===== config.mk =====
export PLATFORM = sky130hd
export DESIGN_NAME = apb_uart_tx_flat
export DESIGN_NICKNAME = d
export VERILOG_FILES = /design/src/rtl/apb_uart_tx_if.sv /design/src/rtl/apb_uart_tx.sv /design/src/flat_wrapper.sv
export SDC_FILE = /design/constraint.sdc
export NUM_CORES = 1
export LEC_CHECK = 0
export CORE_MARGIN = 2
export CORE_UTILIZATION = 51
export CTS_CLUSTER_SIZE = 12
export DETAILED_ROUTE_END_ITERATION = 6
export HOLD_SLACK_MARGIN = 0.1
export PLACE_DENSITY = 0.8
export SLEW_MARGIN = 20
export SYNTH_ARGS = -nofsm -noshare
export SYNTH_HDL_FRONTEND = slang
export SYNTH_SLANG_ARGS = --single-unit

===== constraint.sdc =====
create_clock -name clk -period 4.4 [get_ports clk]
set_input_delay 0.88 -clock clk [delete_from_list [all_inputs] [get_ports clk]]
set_output_delay 0.88 -clock clk [all_outputs]
set_load 0.01 [all_outputs]

===== src/rtl/apb_uart_tx_if.sv =====
// APB bus bundle between the fabric master and the UART TX responder.
// Zero-wait-state protocol: a transfer completes when Psel & Penable.
interface apb_uart_tx_if;
  logic [31:0] Paddr;
  logic        Psel;
  logic        Penable;
  logic        Pwrite;
  logic [31:0] Pwdata;
  logic [31:0] Prdata;
  logic        Pready;
  logic        Pslverr;

  modport master (
    output Paddr, Psel, Penable, Pwrite, Pwdata,
    input  Prdata, Pready, Pslverr
  );

  modport slave (
    input  Paddr, Psel, Penable, Pwrite, Pwdata,
    output Prdata, Pready, Pslverr
  );
endinterface


===== src/rtl/apb_uart_tx.sv =====
// APB UART transmitter: TX FIFO, baud tick generator and 8N1 serializer.
// Define APB_UART_TX_PARITY_EN to add the LCR parity bits and PARITY state.
module apb_uart_tx #(
  parameter int          FIFO_DEPTH = 8,
  parameter logic [15:0] DIV_RST    = 16'd27
) (
  input  logic           clk,
  input  logic           Preset,
  apb_uart_tx_if.slave   apb,
  output logic           IRQ,
  output logic           TXD,
  output logic           baud_o
);

  localparam int AW = $clog2(FIFO_DEPTH);

  localparam logic [1:0] A_THR = 2'd0;
  localparam logic [1:0] A_DIV = 2'd1;
  localparam logic [1:0] A_ST  = 2'd2;
  localparam logic [1:0] A_IER = 2'd3;

  typedef logic [AW:0] ptr_t;

  typedef enum logic [2:0] {
    S_IDLE,
    S_START,
    S_DATA,
    S_STOP
`ifdef APB_UART_TX_PARITY_EN
    , S_PARITY
`endif
  } state_t;

  // APB decode
  logic        acc;
  logic        addr_ok;
  logic [1:0]  sel;
  logic        err;
  logic        ok;
  logic        thr_wr;
  logic        div_wr;
  logic        ier_wr;
  logic [31:0] rdata;

  // registers
  logic [15:0] div_q, div_d;
  logic        ier_q, ier_d;
`ifdef APB_UART_TX_PARITY_EN
  logic [1:0]  lcr_q, lcr_d;
`endif

  // baud generator
  logic [15:0] cnt_q, cnt_d;
  logic        baud_q, baud_d;
  logic        tick;

  // fifo
  logic [7:0]  mem_q [FIFO_DEPTH];
  ptr_t        wr_q, wr_d;
  ptr_t        rd_q, rd_d;
  ptr_t        count;
  logic [8:0]  cnt9;
  logic        empty;
  logic        full;
  logic        push;
  logic        pop;
  logic [7:0]  head;

  // serializer
  state_t      state_q;
  logic [3:0]  tcnt_q;
  logic [2:0]  idx_q;
  logic [7:0]  sh_q;
  logic        busy_q;
  logic        txd_q;
  logic        last;
`ifdef APB_UART_TX_PARITY_EN
  logic        par_q;
`endif

  logic        irq_q, irq_d;
  logic        unused_ok;

  assign acc     = apb.Psel & apb.Penable;
  assign addr_ok = (apb.Paddr[31:4] == 28'd0);
  assign sel     = apb.Paddr[3:2];

  always_comb begin
    err = 1'b0;
    if (acc) begin
      if (!addr_ok)
        err = 1'b1;
      else if (apb.Pwrite && sel == A_ST)
        err = 1'b1;
      else if (!apb.Pwrite && sel == A_THR)
        err = 1'b1;
      else if (apb.Pwrite && sel == A_THR && full)
        err = 1'b1;
    end
  end

  assign ok     = acc & ~err;
  assign thr_wr = ok & apb.Pwrite & (sel == A_THR);
  assign div_wr = ok & apb.Pwrite & (sel == A_DIV);
  assign ier_wr = ok & apb.Pwrite & (sel == A_IER);

  assign cnt9 = 9'(count);

  always_comb begin
    rdata = 32'd0;
    if (ok && !apb.Pwrite) begin
      case (sel)
        A_DIV: rdata = {16'd0, div_q};
        A_ST:  rdata = {16'd0, cnt9[7:0], 5'd0,
                        busy_q, full, empty};
`ifdef APB_UART_TX_PARITY_EN
        A_IER: rdata = {29'd0, lcr_q, ier_q};
`else
        A_IER: rdata = {31'd0, ier_q};
`endif
        default: rdata = 32'd0;
      endcase
    end
  end

  assign apb.Prdata  = rdata;
  assign apb.Pready  = 1'b1;
  assign apb.Pslverr = err;

  always_comb begin
    div_d = div_q;
    ier_d = ier_q;
    if (div_wr)
      div_d = apb.Pwdata[15:0];
    if (ier_wr)
      ier_d = apb.Pwdata[0];
  end

`ifdef APB_UART_TX_PARITY_EN
  always_comb begin
    lcr_d = lcr_q;
    if (ier_wr)
      lcr_d = apb.Pwdata[2:1];
  end
`endif

  // a DIV write restarts the tick period from zero
  assign tick = ~div_wr & (cnt_q == div_q);

  always_comb begin
    cnt_d  = cnt_q + 16'd1;
    baud_d = tick;
    if (div_wr || tick)
      cnt_d = 16'd0;
  end

  assign count = wr_q - rd_q;
  assign empty = (wr_q == rd_q);
  assign full  = (count == ptr_t'(FIFO_DEPTH));
  assign head  = mem_q[rd_q[AW-1:0]];
  assign push  = thr_wr;

  assign last = tick & (tcnt_q == 4'd15);
  assign pop  = tick & ~empty &
                ((state_q == S_IDLE) ||
                 (state_q == S_STOP && tcnt_q == 4'd15));

  always_comb begin
    wr_d = wr_q;
    rd_d = rd_q;
    if (push)
      wr_d = wr_q + ptr_t'(1);
    if (pop)
      rd_d = rd_q + ptr_t'(1);
  end

  assign irq_d = ier_q & empty & ~busy_q;

  always_ff @(posedge clk) begin
    if (push)
      mem_q[wr_q[AW-1:0]] <= apb.Pwdata[7:0];
  end

  always_ff @(posedge clk or posedge Preset) begin
    if (Preset) begin
      div_q  <= DIV_RST;
      ier_q  <= 1'b0;
      cnt_q  <= 16'd0;
      baud_q <= 1'b0;
      wr_q   <= '0;
      rd_q   <= '0;
      irq_q  <= 1'b0;
    end else begin
      div_q  <= div_d;
      ier_q  <= ier_d;
      cnt_q  <= cnt_d;
      baud_q <= baud_d;
      wr_q   <= wr_d;
      rd_q   <= rd_d;
      irq_q  <= irq_d;
    end
  end

`ifdef APB_UART_TX_PARITY_EN
  always_ff @(posedge clk or posedge Preset) begin
    if (Preset)
      lcr_q <= 2'd0;
    else
      lcr_q <= lcr_d;
  end
`endif

  always_ff @(posedge clk or posedge Preset) begin
    if (Preset) begin
      state_q <= S_IDLE;
      tcnt_q  <= 4'd0;
      idx_q   <= 3'd0;
      sh_q    <= 8'd0;
      busy_q  <= 1'b0;
      txd_q   <= 1'b1;
`ifdef APB_UART_TX_PARITY_EN
      par_q   <= 1'b0;
`endif
    end else if (pop) begin
      // load from IDLE or straight out of STOP for back-to-back frames
      state_q <= S_START;
      tcnt_q  <= 4'd0;
      sh_q    <= head;
      busy_q  <= 1'b1;
      txd_q   <= 1'b0;
`ifdef APB_UART_TX_PARITY_EN
      par_q   <= (^head) ^ lcr_q[1];
`endif
    end else begin
      if (tick)
        tcnt_q <= tcnt_q + 4'd1;
      case (state_q)
        S_IDLE: begin
          txd_q <= 1'b1;
        end
        S_START: begin
          if (last) begin
            state_q <= S_DATA;
            idx_q   <= 3'd0;
            txd_q   <= sh_q[0];
          end
        end
        S_DATA: begin
          if (last) begin
            sh_q  <= sh_q >> 1;
            idx_q <= idx_q + 3'd1;
            if (idx_q == 3'd7) begin
`ifdef APB_UART_TX_PARITY_EN
              if (lcr_q[0]) begin
                state_q <= S_PARITY;
                txd_q   <= par_q;
              end else begin
                state_q <= S_STOP;
                txd_q   <= 1'b1;
              end
`else
              state_q <= S_STOP;
              txd_q   <= 1'b1;
`endif
            end else begin
              txd_q <= sh_q[1];
            end
          end
        end
`ifdef APB_UART_TX_PARITY_EN
        S_PARITY: begin
          if (last) begin
            state_q <= S_STOP;
            txd_q   <= 1'b1;
          end
        end
`endif
        S_STOP: begin
          if (last) begin
            state_q <= S_IDLE;
            busy_q  <= 1'b0;
            txd_q   <= 1'b1;
          end
        end
        default: begin
          state_q <= S_IDLE;
          txd_q   <= 1'b1;
        end
      endcase
    end
  end

  assign TXD    = txd_q;
  assign IRQ    = irq_q;
  assign baud_o = baud_q;

  assign unused_ok = ^{apb.Paddr[1:0], apb.Pwdata[31:16],
                       cnt9[8], apb.Pready, apb.Prdata[0]};

endmodule


===== src/flat_wrapper.sv =====
// flat-port wrapper written by rule: the top's interface ports become plain ports
module apb_uart_tx_flat 
#(
  parameter int          FIFO_DEPTH = 8,
  parameter logic [15:0] DIV_RST    = 16'd27
)
  (clk, Preset, IRQ, TXD, baud_o, apb_Paddr, apb_Psel, apb_Penable, apb_Pwrite, apb_Pwdata, apb_Prdata, apb_Pready, apb_Pslverr);
  apb_uart_tx_if apb_i ();
  input  logic clk;
  input  logic Preset;
  output logic IRQ;
  output logic TXD;
  output logic baud_o;
  input wire logic [$bits(apb_i.Paddr)-1:0] apb_Paddr;
  input wire logic [$bits(apb_i.Psel)-1:0] apb_Psel;
  input wire logic [$bits(apb_i.Penable)-1:0] apb_Penable;
  input wire logic [$bits(apb_i.Pwrite)-1:0] apb_Pwrite;
  input wire logic [$bits(apb_i.Pwdata)-1:0] apb_Pwdata;
  output wire logic [$bits(apb_i.Prdata)-1:0] apb_Prdata;
  output wire logic [$bits(apb_i.Pready)-1:0] apb_Pready;
  output wire logic [$bits(apb_i.Pslverr)-1:0] apb_Pslverr;
  assign apb_i.Paddr = apb_Paddr;
  assign apb_i.Psel = apb_Psel;
  assign apb_i.Penable = apb_Penable;
  assign apb_i.Pwrite = apb_Pwrite;
  assign apb_i.Pwdata = apb_Pwdata;
  assign apb_Prdata = apb_i.Prdata;
  assign apb_Pready = apb_i.Pready;
  assign apb_Pslverr = apb_i.Pslverr;
  apb_uart_tx #(.FIFO_DEPTH(FIFO_DEPTH), .DIV_RST(DIV_RST)) u_core (.clk(clk), .Preset(Preset), .apb(apb_i), .IRQ(IRQ), .TXD(TXD), .baud_o(baud_o));
endmodule

## Word-level counts from Yosys, hierarchy flattened

Memories as Yosys holds them, arrays and structs flattened.
Cells that the tools add are included.
Widths: inputs -> output; s select.

| word-level totals | value |
|---|---|
| bits in registers | 63 |
| latch bits | 0 |
| memory bits (writable) | 64 |
| bits in read-only memories | 0 |
| input bits | 69 |
| output and inout port bits | 37 |
| logic and storage cells | 109 |
| memories kept | 1 |

Memory list:

| memory | words | bits a word | read ports | clocked after memory_dff | write ports | RTL line | source |
|---|---|---|---|---|---|---|---|
| u_core.mem_q | 8 | 8 | 1 | 0 | 1 | apb_uart_tx.sv:58 | `logic [7:0] mem_q [FIFO_DEPTH];` |

| operators by class | value |
|---|---|
| add/subtract/negate cells | 6 |
| multiply operators | 0 |
| divide/modulo/power cells | 0 |
| $lt $le $gt $ge | 0 |
| equality and inequality tests | 18 |
| shifts and indexed selects | 0 |
| mux-type cells | 32 |
| bitwise operators | 17 |
| reductions and logical operators | 22 |

Operator list:

| cell | count |
|---|---|
| $pmux 16 s3 | 1 |
| $mux 32 | 1 |
| $logic_not 28->1 | 1 |
| $mux 8 | 3 |
| $mux 3 | 6 |
| $add 16x1->16 const B | 1 |
| $eq 16x16->1 | 1 |
| $mux 16 | 1 |
| $mux 1 | 15 |
| $add 4x1->4 const B | 3 |
| $and 1x1->1 | 12 |
| $ne 3x1->1 const B | 4 |
| $pmux 3 s4 | 1 |
| $reduce_bool 2->1 | 5 |
| $eq 4x4->1 const B | 2 |
| $mux 4 | 2 |
| $eq 3x2->1 const B | 2 |
| $logic_and 1x1->1 | 6 |
| $ne 2x1->1 const B | 3 |
| $pmux 3 s2 | 1 |
| $not 1->1 | 5 |
| $reduce_and 5->1 | 1 |
| $eq 2x2->1 const B | 2 |
| $eq 4x4->1 | 1 |
| 13 further kinds | 15 |

## Longest topological paths before layout

Gate-level depths: netlist (run 1).

| depth | value |
|---|---|
| depth in word-level cells | 18 |
| mapped depth | 11 |
| depth with buffers taken out | 9 |

## Worst setup path before layout (run 1)

OpenSTA, ideal clock, no wires.

| timing path | value |
|---|---|
| kind | reg2reg |
| start | register u_core.rd_q[1] |
| end | memory u_core.mem_q[0][0], enable pin |
| library setup time | 395 ps |
| data arrival time | 3269 ps |
| data required time | 4005 ps |
| setup slack | 736 ps |
| stages on the path, launching flop included | 11 |
| buffers on the path | 2 |
| clock period less this slack | 3664 ps |
| path through | dfrtp_1 > clkbuf_1 > clkbuf_1 > inv_1 > ha_1 > nor2b_1 > o21ai_0 > nand3_1 > or3b_2 > nand4_1 > nor4_1 |

| between the ends | value |
|---|---|
| word-level cells in the longest chain between the ends | 14 |

RTL lines:

| element | RTL line | source |
|---|---|---|
| start: declaration | apb_uart_tx.sv:60 | `ptr_t rd_q, rd_d;` |
| start signal: assignment | apb_uart_tx.sv:199 | `rd_q <= rd_d;` |
| $sub 4x4->4 | apb_uart_tx.sv:157 | `assign count = wr_q - rd_q;` |
| $eq 4x4->1 | apb_uart_tx.sv:159 | `assign full = (count == ptr_t'(FIFO_DEPTH));` |
| $logic_and 1x1->1 | apb_uart_tx.sv:97 | `else if (apb.Pwrite && sel == A_THR && full)` |
| $mux 1 | apb_uart_tx.sv:97 |  |
| $mux 1 | apb_uart_tx.sv:95 | `else if (!apb.Pwrite && sel == A_THR)` |
| $mux 1 | apb_uart_tx.sv:93 | `else if (apb.Pwrite && sel == A_ST)` |
| $mux 1 | apb_uart_tx.sv:91 | `if (!addr_ok)` |
| $mux 1 | apb_uart_tx.sv:90 | `if (acc) begin` |
| $not 1->1 | apb_uart_tx.sv:102 | `assign ok = acc & ~err;` |
| $and 1x1->1 | apb_uart_tx.sv:102 |  |
| $and 1x1->1 (2 in a row) | apb_uart_tx.sv:103 | `assign thr_wr = ok & apb.Pwrite & (sel == A_THR);` |
| $mux 1 | apb_uart_tx.sv:180 | `if (push)` |
| $mux 1 (implied by the code) | apb_uart_tx.sv:181 | `mem_q[wr_q[AW-1:0]] <= apb.Pwdata[7:0];` |
| end: declaration | apb_uart_tx.sv:58 |  |

Every way passes these cells.

## Worst setup path in the final report (run 1)

| timing path | value |
|---|---|
| start | input apb_Paddr[26] |
| end | output apb_Prdata[12] |

| between the ends | value |
|---|---|
| word-level cells in the longest chain between the ends | 7 |

RTL lines:

| element | RTL line | source |
|---|---|---|
| start: declaration | flat_wrapper.sv:14 | `input wire logic [$bits(apb_i.Paddr)-1:0] apb_Paddr;` |
| $logic_not 28->1 | apb_uart_tx.sv:85 | `assign addr_ok = (apb.Paddr[31:4] == 28'd0);` |
| $mux 1 | apb_uart_tx.sv:91 |  |
| $mux 1 | apb_uart_tx.sv:90 |  |
| $not 1->1 | apb_uart_tx.sv:102 |  |
| $and 1x1->1 | apb_uart_tx.sv:102 |  |
| $logic_and 1x1->1 | apb_uart_tx.sv:111 | `if (ok && !apb.Pwrite) begin` |
| $mux 32 | apb_uart_tx.sv:111 |  |
| end: declaration | flat_wrapper.sv:19 | `output wire logic [$bits(apb_i.Prdata)-1:0] apb_Prdata;` |

Every way passes these cells.

==> flow_summary.toml, run 1 <==
[worst_hold_path]
hold_depth = 2
hold_class = "reg -> reg"
hold_path.startpoint = "u_core.TXD"
hold_end = "u_core.TXD"

[grt]
grt_max_degree = 45
grt-ovfl-total = 0
grtUsageTotal_pct = 22.1
antenna_found_initial = 0
grt_pass1_wl_mm = 21.8
first_global_vias = 4306

[detailed_routing]
drt_iter0_markers = 390
dr.pass1.iters = 7
dr_total_vias = 4254
drc = 7
wl_per_cell_um = 17.9
avgViaCountPerCell = 5.60
totalWireLength_mm = 13.6
ant_nets = 0

[timing]
finalHoldViolCount = 0
max_freq_mhz = 236
tns_ns = 0
worst_pin_slew_ns = 0.956
clock_skew_ns = 0.00901
slew_headroom_pct = 36.2
hold_slack_ns = 0.472
period_needed_ns = 4.24
period_share_pct = 96.3
rsz0062_at_grt = "false"
slew_viol_final = 0
setup_violations = 0

[synth]
synth_seq_area_share_pct = 57.2
synth_area_leader_cell = "edfxtp_1"
synth.distinct_cells = 48
ys.flop_type = "edfxtp_1"
synth-edff-count = 64
synth_area_leaders = "edfxtp_1 32%, dfrtp_1 23%, nand2_1 6.2%"
yosysTopAreaCellShare_pct = 31.6
synthArstFlopShare_pct = 49.2
syn_area_sq_um = 6080
syn_avg_cell_area_sq_um = 11.7
synthCells = 518
yosysWarningCount = 0
synth_seq_cells = 126

[pwr]
p_int_mw = 2.08
total_power_mw = 2.66
ir_drop_uv = 261
pwr-share-clk_pct = 48.6
power_leakage_nw = 2.99
p_comb_share_pct = 4.1
switching_share_pct = 21.7
p_seq_share_pct = 47.3
p_sw_mw = 0.577
p_per_area_nw_per_um2 = 356

[die]
die_w_um = 113
io_pins = 106
dieArea_sq_um = 12800
start_util_pct = 52.8
coreArea_sq_um = 11500
core.rowCount = 39
die_height_um = 113

[cts]
hold_buffers = 0
htree_levels = 4
cts_buffers = 17
ctsRootBufferMaster = "clkbuf_16"
clockBufferDepth = 2
postCtsSetupBuffers = 0
cts_tree = "built"
clock_latency_ns = 0.42
clkTransAtPathRegs_ns = 0.05
cts_sinks = 126

[setup_path]
path_max_fanout = 9
crit_path_start_kind = "input pin"
arrival_ns = 3.36
critPathKind = "in -> out"
reg2regPathDepth = 8
reg2reg_from = "u_core.rd_q[2]"
regToRegSetupSlack_ns = 1.25
worst_ep_required_time_ns = 3.52
critical_path.endpoint_type = "output port"
r2r-end = "u_core.sh_q[5]"

[finish]
num_antenna_cells = 0
fill_cells = 817
drive_above_1_share_pct = 13.0
layout.nets = 686
final_util_pct = 64.8
area_delta_synth_final_pct = 22.7

[outcome]
status = "finished with violations"
failed_checks = "design-rule violations"

[place]
place.gp.congestion = 0.866
io_buffers = 70
dpl.hpwl_mm = 9.23

[flow_run]
drv_cap = 0
## logic make-up after synthesis
group	after synthesis	share of synthesized area (%)
simple gates	216	17.2
flops	126	57.2
buf+inv	51	4.71
compound gates	44	4.42
xor+xnor	36	5.19
mux	29	8.15
fa+ha+maj	14	3.00
other cells	2	0.124
## layout make-up
type	instances	area, sq um	area share [%]
inverter	17	63.8	0.855
multi-input combinational	356	2380	31.8
sequential	126	3480	46.6
tap	143	179	2.40
timing repair buffer	85	813	10.9
clock inverter	13	118	1.58
clock buffer	19	433	5.80
## cells in the mapped netlist (all sizes together), types with 3 or more instances
cell and count:
nand2 100, edfxtp 64, dfrtp 57, nor2 33
buf 26, xnor2 25, o21ai 20, inv 17
mux4 16, nand3 16, ha 13, xor2 11
and2 10, nor4 10, and3 9, mux2i 9
nand4 9, a21oi 8, clkbuf 8, nor3 7
a22oi 5, dfstp 5, mux2 4, nor2b 4
a22o 3, nand2b 3, nor3b 3, or3 3
## layer usage
layer  vias up  global-route usage (%)  wire length [um]
met5         -                       0                 0
met4         0                    8.70               257
met3        26                    4.07               632
met2       142                    37.5              7070
met1      2120                    28.2              5610
li1       1966                       -                 -
## cell usage in the layout, fill, tap and decap left out, types with 4 or more instances in the layout
| cell type | instances |
|---|---|
| clkdlybuf4s50_1 | 70 |
| dfrtp_1 | 57 |
| nand4_1 | 9 |
| mux2i_1 | 9 |
| inv_1 | 15 |
| a22oi_1 | 5 |
| conb_1 | 17 |
| and2_1 | 10 |
| a21oi_1 | 8 |
| and3_1 | 9 |
| mux4_2 | 16 |
| nor3_1 | 7 |
| dfstp_2 | 5 |
| clkbuf_16 | 17 |
| xnor2_1 | 25 |
| o21ai_0 | 20 |
| buf_4 | 15 |
| xor2_1 | 11 |
| nor2b_1 | 4 |
| nor4_1 | 9 |
| nand3_1 | 15 |
| mux2_2 | 4 |
| nor2_1 | 33 |
| clkinvlp_4 | 5 |
| nand2_1 | 100 |
| ha_1 | 13 |
| edfxtp_1 | 64 |
## worst max path at each step
stage,startpoint,cells after the start,to
2_1_floorplan,u_core.rd_q[1],10,u_core.mem_q[0][0]
3_3_place_gp,apb_Paddr[26],7,apb_Prdata[12]
3_5_place_dp,apb_Paddr[26],7,apb_Prdata[12]
4_1_cts,u_core.wr_q[0],10,apb_Prdata[2]
5_1_grt,u_core.wr_q[0],9,apb_Pslverr
6_report,apb_Paddr[26],7,apb_Prdata[12]
## power groups by stage
| stage | sequential [mW] | combinational [mW] | clock (mW) |
|---|---|---|---|
| detailed placement | 1.28 | 0.109 | 0 |
| floorplan | 1.28 | 0.0533 | 0 |
| finish | 1.26 | 0.110 | 1.29 |
| global route | 1.26 | 0.123 | 1.36 |
| CTS | 1.26 | 0.111 | 1.30 |
| global placement | 1.28 | 0.103 | 0 |
## registers in the layout, summed over array words and instances (netlist names), 2 cells and up
name / count
u_core.cnt_q: 16
u_core.div_q: 16
u_core.idx_q: 3
u_core.mem_q: 64
u_core.rd_q: 4
u_core.sh_q: 8
u_core.state_q: 2
u_core.tcnt_q: 4
u_core.wr_q: 4
## metrics by stage
step | cell area [sq um] | std cells | setup slack, ns
floorplan | 6140 | 533 | 0.736
global placement | 6910 | 727 | 0.228
detailed placement | 6910 | 727 | 0.206
CTS | 7460 | 759 | 0.141
global route | 7460 | 759 | 0.0526
finish | 7460 | 759 | 0.165
## critical path, stage by stage
cell,delay [ns]
clkdlybuf4s50_1,0.40
nor4_1,0.41
o2111ai_1,0.17
nor2_1,0.32
and4_1,0.44
and2_1,0.18
clkdlybuf4s50_1,0.55
## repair_timing
action                                  CTS  global route
endpoints found under the setup margin    0             7
hold endpoints to repair                  0             0
gates resized for setup                   0             1
Note: power is estimated with default switching activity, not from simulation.
==> run 2, diff against run 1 <==
PLACE_DENSITY = 0.77   (was 0.8)
==> run 2 against run 1 <==
  * The flow still finishes with violations (design-rule violations)
  * Count of clock-buffer cells in the layout is 2 lower
  * Via count down 1.5%
  * Hold slack better by 0.0029 ns
  * First-iteration DRC count shrank 36%
  * Maximum frequency up 1.2%
  * Utilization grew 0.59 points
  * Sequential cell count unchanged
  * Critical path depth grew 2
  * Non-clock buffer count increased by 1
  * Design area grew 0.91%
  * Clock power increased by 10%
==> flow_summary.toml, run 2 (synthesized netlist as in run 1, its figures left out) <==
[cts]
clock_latency_ns = 0.42
cts_tree = "built"
hold_buffers = 0
htree_levels = 4
cts-resized-gates = 0
clockBufferDepth = 2
cts_buffers = 17
ctsRootBufferMaster = "clkbuf_16"
cts_sinks = 126
clkTransAtPathRegs_ns = 0.06
postCtsSetupBuffers = 0

[grt]
grt_max_degree = 45
antenna_found_initial = 0
busiest_layer = "met2"
grt-ovfl-total = 0
grtUsageTotal_pct = 21.6
met3_usage_pct = 4.98
met2_usage_pct = 35.9
grt_pass1_wl_mm = 21.3
first_global_vias = 4216
use_met1_pct = 28.0

[place]
io_buffers = 70
dpl.hpwl_mm = 8.94
place.gp.congestion = 0.814
placed_area_sq_um = 6910

[die]
die_height_um = 113
coreArea_sq_um = 11500
core.rowCount = 39
dieArea_sq_um = 12800
start_util_pct = 52.8
die_w_um = 113
io_pins = 106

[detailed_routing]
dr.pass1.iters = 7
drc = 6
wl_per_cell_um = 17.3
ant_nets = 0
drt_iter0_markers = 250
dr_total_vias = 4190
avgViaCountPerCell = 5.51
totalWireLength_mm = 13.2

[setup_path]
critical_path.endpoint_type = "output port"
arrival_ns = 3.31
path_max_fanout = 8
reg2regPathDepth = 10
critPathKind = "reg -> out"
worst_ep_required_time_ns = 3.52
crit_path_start_kind = "register"

[pwr]
power_leakage_nw = 3.04
p_int_mw = 2.16
p_seq_share_pct = 45.1
p_per_area_nw_per_um2 = 370
total_power_mw = 2.79
pwr-share-clk_pct = 51.0
p_comb_share_pct = 3.9
switching_share_pct = 22.6
p_sw_mw = 0.631
ir_drop_uv = 289

[timing]
worst_pin_slew_ns = 0.938
clock_skew_ns = 0.00725
slew_viol_final = 0
period_share_pct = 95.1
setup_violations = 0
period_needed_ns = 4.19
max_freq_mhz = 239
finalHoldViolCount = 0
slew_headroom_pct = 37.4

[finish]
largest_register_ffs = 64
layout.nets = 687
final_cell_mix = "100 x nand2_1, 70 x clkdlybuf4s50_1, 64 x edfxtp_1"
final_common_cell = "nand2_1"
final_area_sq_um = 7530
num_antenna_cells = 0
drive_above_1_share_pct = 13.8
area_delta_synth_final_pct = 23.8

[worst_hold_path]
hold_class = "reg -> reg"
hold_depth = 2

[outcome]
failed_checks = "design-rule violations"
status = "finished with violations"

[flow_run]
drv_cap = 0
-- run 2: per-stage QoR --
stage | setup slack, ns | util (%) | hold WS, ns | TNS, ns | instances
2_1_floorplan | 0.736 | - | 0.422 | 0 | 533
4_1_cts | 0.0936 | 65.3 | 0.473 | 0 | 760
3_5_place_dp | 0.347 | 60.0 | 0.463 | 0 | 728
3_3_place_gp | 0.382 | 60.0 | 0.460 | 0 | 728
5_1_grt | -0.00217 | 65.4 | 0.495 | -0.00217 | 760
6_report | 0.213 | 65.4 | 0.474 | 0 | 760
-- run 2: power by group through the flow --
| stage | clock network [mW] | registers [mW] | logic, mW |
|---|---|---|---|
| 2_1_floorplan | 0 | 1.28 | 0.0533 |
| 3_3_place_gp | 0 | 1.28 | 0.103 |
| 3_5_place_dp | 0 | 1.28 | 0.107 |
| 4_1_cts | 1.44 | 1.26 | 0.108 |
| 5_1_grt | 1.49 | 1.26 | 0.120 |
| 6_report | 1.42 | 1.26 | 0.108 |
-- run 2: final timing paths --
| check | startpoint | to | slack, ns |
|---|---|---|---|
| setup / recovery | u_core.wr_q[0] | apb_Pslverr | 0.21 |
| min in group asynchronous | Preset | u_core.div_q[13] | 0.97 |
| hold / removal | u_core.TXD | u_core.TXD | 0.47 |
| setup reg to reg | u_core.wr_q[0] | u_core.mem_q[0][3] | 1.20 |
| max in group asynchronous | Preset | u_core.TXD | 2.57 |
| hold reg to reg | u_core.TXD | u_core.TXD | 0.47 |
-- run 2: worst max-delay path, cell delays in order, from the launching register on --
cell	delay, ns
dfrtp_2	0.46
inv_1	0.16
ha_1	0.22
inv_1	0.07
fa_1	0.41
xnor2_2	0.23
nand3_1	0.10
or3b_2	0.52
a21oi_1	0.17
clkdlybuf4s50_1	0.56
-- run 2: layout make-up --
type                            count  area (sq um)
Fill cell                         849          3990
Sequential cell                   126          3480
Multi-Input combinational cell    356          2380
Timing Repair Buffer               86           821
Clock buffer                       17           425
Tap cell                          143           179
Clock inverter                     15           176
Inverter                           17          63.8
-- run 2: per-layer routing --
metal,share of wire (%),wire length [um]
met3,4.2,547
met2,51,6700
met5,0,0
met4,1.7,221
met1,43,5690
==> run 3, diff against run 2 <==
CORE_MARGIN = 1.5   (was 2)
REMOVE_ABC_BUFFERS = 1   (was not set)
==> run 3 against run 2 <==
  * Highest routed layer unchanged
  * Count of clock-buffer cells in the layout increased by 1
  * Sequential cell count unchanged
  * Routed wire length increased by 1.1%
  * Design area decreased by 0.70%
  * Setup slack got worse by 0.036 ns
  * Critical endpoint is now apb_Prdata[12]
  * Global-route usage increased by 1.1 points
  * Largest cell class unchanged
  * The flow now finishes without violations
  * Power decreased by 3.2%
  * Clock skew decreased by 0.0016 ns
  * Clock power decreased by 6%
  * Sequential power about the same
  * Maximum frequency decreased by 0.86%
  * Combinational power about the same
==> flow_summary.toml, run 3 (synthesized netlist as in run 1, its figures left out) <==
[outcome]
status = "finished clean"

[setup_path]
reg2reg_from = "u_core.rd_q[2]"
critical_path.endpoint_type = "output port"
crit_path_start_kind = "input pin"
r2r-end = "u_core.sh_q[0]"
path_cells = "clkdlybuf4s50_1 -> nor4_1 -> o2111ai_1 -> nor2_1 -> and4_1 -> and2_1 -> clkdlybuf4s50_1"
crit_path_top_delay_cell = "clkdlybuf4s50_1"
critPathKind = "in -> out"
regToRegSetupSlack_ns = 1.21
crit_family = "simple AND/OR/NAND/NOR gates"
critical_path.startpoint = "apb_Paddr[18]"
cp-endpoint = "apb_Prdata[12]"
reg2regPathDepth = 8
critPathBufInv = 2
arrival_ns = 3.34
crit_cells = 7
crit_top_cell = "clkdlybuf4s50_1"
cp_slowest_stage_delay_ns = 0.56
worst_ep_required_time_ns = 3.52
path_max_fanout = 9

[detailed_routing]
dr_total_vias = 4213
drt_iter0_markers = 382
ant_nets = 0
totalWireLength_mm = 13.3
wl_per_cell_um = 17.5
dr.pass1.iters = 7
drc = 0
avgViaCountPerCell = 5.56

[finish]
layout.nets = 685
largest_register_ffs = 64
area_delta_synth_final_pct = 23.0
fill_cells = 838
multi_input_area_sq_um = 2380
final_common_cell = "nand2_1"
final_cell_mix = "100 x nand2_1, 70 x clkdlybuf4s50_1, 64 x edfxtp_1"
num_antenna_cells = 0
drive_above_1_share_pct = 13.0
seq_area_sq_um = 3480

[timing]
clock_skew_ns = 0.00569
period_share_pct = 96.0
tns_ns = 0
finalHoldViolCount = 0
rsz0062_at_grt = "false"
worst_pin_slew_ns = 0.840
period_needed_ns = 4.22
slew_headroom_pct = 43.9
max_freq_mhz = 237
hold_slack_ns = 0.473
setup_violations = 0
slew_viol_final = 0

[cts]
cts_tree = "built"
cts_buffers = 17
clock_latency_ns = 0.42
cts_sinks = 126
htree_levels = 4
cts-resized-gates = 0
hold_buffers = 0
clockBufferDepth = 2
ctsRootBufferMaster = "clkbuf_16"
clkTransAtPathRegs_ns = 0.05
postCtsSetupBuffers = 0

[place]
dpl.hpwl_mm = 9.21
place.gp.congestion = 0.866
io_buffers = 70

[pwr]
ir_drop_uv = 270
p_per_area_nw_per_um2 = 361
power_leakage_nw = 3.01

[die]
start_util_pct = 52.8
dieArea_sq_um = 12600
die_w_um = 112
io_pins = 106
core.rowCount = 39
die_height_um = 112
coreArea_sq_um = 11500

[grt]
first_global_vias = 4403
grt-ovfl-total = 0
grt_max_degree = 42
antenna_found_initial = 0
grtUsageTotal_pct = 22.7
grt_pass1_wl_mm = 21.8

[worst_hold_path]
hold_class = "reg -> reg"

[flow_run]
drv_cap = 0
==> run 3: cell type report <==
class	count	area share (%)
Clock buffer	18	5.74
Clock inverter	14	1.91
Inverter	17	0.853
Multi-Input combinational cell	356	31.8
Sequential cell	126	46.6
Tap cell	143	2.39
Timing Repair Buffer	84	10.8
==> run 3: worst min-delay path by stage <==
| stage | startpoint | end | slack (ns) | depth (start not counted) |
|---|---|---|---|---|
| CTS | u_core.TXD | u_core.TXD | 0.48 | 2 |
| detailed placement | u_core.TXD | u_core.TXD | 0.47 | 2 |
| floorplan | u_core.busy_q | u_core.IRQ | 0.42 | 1 |
| global route | u_core.TXD | u_core.TXD | 0.50 | 2 |
| finish | u_core.TXD | u_core.TXD | 0.47 | 2 |
| global placement | u_core.TXD | u_core.TXD | 0.46 | 2 |
==> run 3: worst register-to-register path: cells and delay by family, from the launching register on <==
kind	cells	cell delay, ns
mux	1	0.19
flops	1	0.59
compound gates	2	0.65
buf+inv	2	0.47
fa+ha+maj	1	0.39
simple gates	2	0.77
==> run 3: per-layer routing <==
metal / part of all wire, % / vias up / wire (um) / global-route usage [%]
met5: 0 / - / 0 / 0
met4: 1.8 / 0 / 246 / 10.3
met3: 6.2 / 24 / 828 / 4.32
met2: 52 / 166 / 6980 / 39.1
met1: 39 / 2059 / 5240 / 28.0
li1: - / 1964 / - / -
==> run 3: per-stage QoR <==
step | std cells | area [sq um] | utilization [%] | setup slack, ns | power [mW]
after global routing | 758 | 7480 | 64.9 | 0.000719 | 2.78
after detailed placement | 726 | 6900 | 59.9 | 0.243 | 1.39
after floorplan | 499 | 5910 | - | 0.791 | 1.32
after CTS | 758 | 7470 | 64.9 | 0.0640 | 2.71
after global placement | 726 | 6900 | 59.9 | 0.312 | 1.38
final | 758 | 7480 | 64.9 | 0.177 | 2.70
==> run 3: power by group <==
| group | total, mW | internal, mW | switching, mW |
|---|---|---|---|
| clock | 1.34 | 0.831 | 0.504 |
| combinational | 0.105 | 0.0529 | 0.0524 |
| sequential | 1.26 | 1.25 | 0.00608 |
| total | 2.70 | 2.13 | 0.563 |
